File: src/rtl/mem_port_arbiter.sv
// mem_port_arbiter: shares one single-port word memory between fetch (IF) and load/store (D) requesters
//   clk, rst_n                                      clock, asynchronous active-low reset
//   if_req/if_addr -> if_ack/if_rdata               fetch port, ack is a one-cycle pulse
//   d_req/d_we/d_addr/d_wdata -> d_ack/d_rdata      load/store port, ack is a one-cycle pulse
//   mem_en/mem_we/mem_addr/mem_wdata, mem_rdata     shared memory interface
//   arb_busy                                        high while an access is in flight
//   MEM_ARB_RR_EN                                   defined: alternate owners on collision; else D always wins
module mem_port_arbiter #(
  parameter int ADDR_W      = 32,
  parameter int DATA_W      = 32,
  parameter int MEM_LATENCY = 2
) (
  input  logic              clk,
  input  logic              rst_n,
  input  logic              if_req,
  input  logic [ADDR_W-1:0] if_addr,
  output logic              if_ack,
  output logic [DATA_W-1:0] if_rdata,
  input  logic              d_req,
  input  logic              d_we,
  input  logic [ADDR_W-1:0] d_addr,
  input  logic [DATA_W-1:0] d_wdata,
  output logic              d_ack,
  output logic [DATA_W-1:0] d_rdata,
  output logic              mem_en,
  output logic              mem_we,
  output logic [ADDR_W-1:0] mem_addr,
  output logic [DATA_W-1:0] mem_wdata,
  input  logic [DATA_W-1:0] mem_rdata,
  output logic              arb_busy
);
  localparam int CW = MEM_LATENCY > 1 ? $clog2(MEM_LATENCY) : 1;
  localparam logic [CW-1:0] CNT_INIT = CW'(MEM_LATENCY - 1);
  typedef enum logic [1:0] {IDLE, ACCESS, RESP} state_t;
  state_t state, state_n;
  logic [CW-1:0] cnt;
  logic owner_d, store, grant_d, any_req;
  assign any_req  = if_req | d_req;
  assign arb_busy = state != IDLE;
`ifdef MEM_ARB_RR_EN
  logic last_owner;
  // on collision the requester that was not served last wins
  assign grant_d = d_req && !(if_req && last_owner);
`else
  assign grant_d = d_req;
`endif
  always_comb begin
    state_n = state;
    if (state == IDLE && any_req) state_n = ACCESS;
    else if (state == ACCESS && cnt == '0) state_n = RESP;
    else if (state == RESP) state_n = IDLE;
  end
  always_ff @(posedge clk or negedge rst_n)
    if (!rst_n) state <= IDLE;
    else state <= state_n;
  always_ff @(posedge clk or negedge rst_n) begin
    if (!rst_n) begin
      cnt       <= '0;
      owner_d   <= 1'b0;
      store     <= 1'b0;
      mem_en    <= 1'b0;
      mem_we    <= 1'b0;
      mem_addr  <= '0;
      mem_wdata <= '0;
      if_ack    <= 1'b0;
      d_ack     <= 1'b0;
      if_rdata  <= '0;
      d_rdata   <= '0;
`ifdef MEM_ARB_RR_EN
      last_owner <= 1'b0;
`endif
    end else begin
      if_ack <= 1'b0;
      d_ack  <= 1'b0;
      case (state)
        IDLE: if (any_req) begin
          owner_d   <= grant_d;
          store     <= grant_d && d_we;
          mem_en    <= 1'b1;
          // the write strobe is registered, so it is raised one edge ahead of the final access cycle
          mem_we    <= grant_d && d_we && (MEM_LATENCY == 1);
          mem_addr  <= grant_d ? d_addr : if_addr;
          mem_wdata <= grant_d ? d_wdata : '0;
          cnt       <= CNT_INIT;
`ifdef MEM_ARB_RR_EN
          last_owner <= grant_d;
`endif
        end
        ACCESS: if (cnt == '0) begin
          mem_en <= 1'b0;
          mem_we <= 1'b0;
          d_ack  <= owner_d;
          if_ack <= !owner_d;
          if (!store && owner_d) d_rdata <= mem_rdata;
          if (!owner_d) if_rdata <= mem_rdata;
        end else begin
          cnt    <= cnt - 1'b1;
          mem_we <= store && cnt == CW'(1);
        end
        default: ;
      endcase
    end
  end
endmodule

File: config.mk
export PLATFORM = sky130hd
export DESIGN_NAME = mem_port_arbiter
export DESIGN_NICKNAME = d
export VERILOG_FILES = /design/src/rtl/mem_port_arbiter.sv
export SDC_FILE = /design/constraint.sdc
export NUM_CORES = 1
export LEC_CHECK = 0
export CAP_MARGIN = 20
export CELL_PAD_IN_SITES_DETAIL_PLACEMENT = 1
export CELL_PAD_IN_SITES_GLOBAL_PLACEMENT = 1
export CORE_ASPECT_RATIO = 0.7
export CORE_UTILIZATION = 28
export DETAILED_ROUTE_END_ITERATION = 8
export GPL_TIMING_DRIVEN = 0
export HOLD_SLACK_MARGIN = 0.08
export PLACE_DENSITY_LB_ADDON = 0.1
export REMOVE_ABC_BUFFERS = 1
export SLEW_MARGIN = 40
export SYNTH_ARGS = -nofsm -noshare
export SYNTH_HDL_FRONTEND = slang
export SYNTH_SLANG_ARGS = --single-unit
File: constraint.sdc
create_clock -name clk -period 1.5 [get_ports clk]
set_input_delay 0.3 -clock clk [delete_from_list [all_inputs] [get_ports clk]]
set_output_delay 0.3 -clock clk [all_outputs]
set_load 0.02 [all_outputs]
==> metrics <==
Layout area overhead=79.9%; Std-Cell Rows=42; HP Class=in -> reg; reg-to-reg startpoint=state[1]$_DFFE_PN0P_; synthesized area=5390 um2; Via density=4.68; Fin Clk Skew=13.2 ps; Detail Route Antenna Nets=0; Period minus WS final=1710 ps; area leader, netlist=dfrtp_1; Final nets=821; Syn Inst Count=380; Placer Congestion=0.718; mux contribution to synthesized area=19.3%; flops & latches, synth=137; DRC=1; Reg clk slew, reported paths=60 ps; sequential-to-total area share from yosys stat=63.7%; Hold Crit Endpoint=mem_addr[8]$_DFFE_PN0P_; Diodes inserted=0; Yosys warning total=0; R2R Path End=d_rdata[3]$_DFFE_PN0P_; failing checks=design-rule violations, negative setup slack; pin count of the biggest net entering global routing=76; global-route wire length before repair=27800 um; io pins=266; Synth Area in Adders=0%; fin crit share=114%; post-synth top area share=63.7%; vias in the first global route=4891; most frequent cells in the layout=dfrtp_1, clkdlybuf4s50_1, dlygate4sd2_1; initial antenna violation count=0; Starting Density=28.5%; VDD IR max=0.942 mV; Worst-Skew Late Latency=430 ps; Pre-Repair DR Iteration Count=6; Crit Path Class=reg -> reg; simple-gate share of the synthesized area=1.72%; Hold Crit Start=d_req; max_cap viols=0; post-synthesis area per instance=14.2 um2; top cells by area, synth=dfrtp_1, mux2_2, o21ai_0, mux2i_1, a22o_1; Netlist cell types=23; die height=118 um; main combinational cell family by area after synthesis=multiplexers; post-route setup TNS=-15320 ps; register area=3430 um2; crit-path max FO=7; drt total wl=18400 um; Final HPWL DP=11700 um; measured slew at the worst slew-check pin=509 ps; unrepaired setup endpoints after global routing=true; Die W=168 um; CORE AREA=18900 um2; Via Count=4409; total power=21500 uW; Worst EP arrival=2010 ps; worst path required time=1800 ps; Setup violations, final=130; Starting DRT DRC Count=160; leakage dissipation=0.00454 uW; Hold Fails Final Rpt=0; CTS max path bufs=2; pwr dens=2210 nW/um2; Slew Limit Headroom=66.1%; number of CTS-inserted buffers=17; FF-to-FF path depth=6; compound-cell area share of the yosys netlist=12.2%; remaining global-route overflow=0; Port-buffer cells=265; clock sink total=137; Slew Limit Fails=0; fill cell count=1908; setup ws final=-212 ps; most common cell after layout, fill and taps aside=dfrtp_1; H-tree depth=4; Min-Delay Path Depth=3; Clk Tree Root Cell=clkbuf_16; outcome=finished with violations; DR WL/cell=19.6 um; CP Launch Type=register; CTS tree=yes; Max Fclk=584 MHz; CP Capture Type=register; die footprint=19800 um2; post-synthesis xor/xnor area fraction=0%; layout cells sized above 1=26.0%; Total GRT Usage=18.3%; Multi-input gate area=2140 um2; Reg2Reg Setup Slack=-210 ps
## stage by stage
stage / worst slack [ps] / utilization, % / instance area, um2 / cells / hold slack, ps
after floorplan: -2510 / - / 5220 / 352 / 4.41
after detailed placement: -783 / 44.5 / 8400 / 872 / 281
after global placement: -7330 / 43.4 / 8180 / 859 / 470
final: -212 / 51.4 / 9690 / 942 / 341
after CTS: -238 / 49.6 / 9370 / 929 / 319
after global routing: -266 / 51.4 / 9690 / 942 / 341
## critical path, cell delays in order (launching register included)
cell	delay (ps)
dfrtp_2	420
nand2b_4	160
nor4b_4	290
buf_6	160
buf_6	120
buf_8	140
mux2_4	300
## logic make-up after synthesis
logic type      after synthesis
compound gates              105
flops                       137
simple gates                 13
buf+inv                      29
mux                          96
## registers in the layout, indices dropped and copies added, names as in the netlist, 2 cells and up
register   flops
state          2
d_rdata       32
mem_wdata     32
mem_addr      32
if_rdata      32
## where the power goes
group / total (uW) / internal, uW / switching [uW]
clock network: 4200 / 2580 / 1620
logic: 10800 / 5340 / 5440
registers: 6480 / 5490 / 991
total: 21500 / 13400 / 8050
## cell usage after synthesis (all sizes together)
| cell | number |
|---|---|
| a21o | 1 |
| a22o | 33 |
| a2bb2oi | 1 |
| and2 | 2 |
| buf | 15 |
| clkbuf | 13 |
| dfrtp | 137 |
| inv | 1 |
| mux2 | 64 |
| mux2i | 32 |
| nand2 | 2 |
| nand2b | 2 |
| nor2 | 3 |
| nor3 | 2 |
| nor3b | 1 |
| nor4b | 1 |
| o21a | 1 |
| o21ai | 69 |
## worst max path at each step
stage | startpoint | to | slack, ps | cells past startpoint
floorplan | d_req | mem_addr[0]$_DFFE_PN0P_ | -2510 | 2
global placement | d_req | mem_addr[30]$_DFFE_PN0P_ | -7330 | 3
detailed placement | state[1]$_DFFE_PN0P_ | d_rdata[3]$_DFFE_PN0P_ | -780 | 6
CTS | state[1]$_DFFE_PN0P_ | d_rdata[18]$_DFFE_PN0P_ | -240 | 6
global route | state[1]$_DFFE_PN0P_ | d_rdata[3]$_DFFE_PN0P_ | -270 | 6
finish | state[1]$_DFFE_PN0P_ | d_rdata[3]$_DFFE_PN0P_ | -210 | 6
## layout make-up
type,instances,share of cell area [%]
tap,242,3.13
inverter,1,0.168
sequential,137,35.4
clock inverter,10,1.21
clock buffer,21,4.86
multi-input combinational,215,22.1
timing repair inverter,1,0.0904
timing repair buffer,315,33.0
## repair_timing
| action | in CTS | in global routing |
|---|---|---|
| pin swaps | 3 | 25 |
| gates resized for setup | 217 | 84 |
| hold buffers | 1 | 0 |
| setup endpoints to repair | 263 | 103 |
| gates cloned | 1 | 9 |
| buffers inserted | 24 | 6 |
| hold endpoints to repair | 62 | 0 |
## per-layer routing
layer  track usage (%)  routed length [um]
met5                 0                   0
met4              5.16                 122
met3              7.20                1380
met2              30.0                8870
met1              22.2                8060
Note: power is estimated with default switching activity, not from simulation.
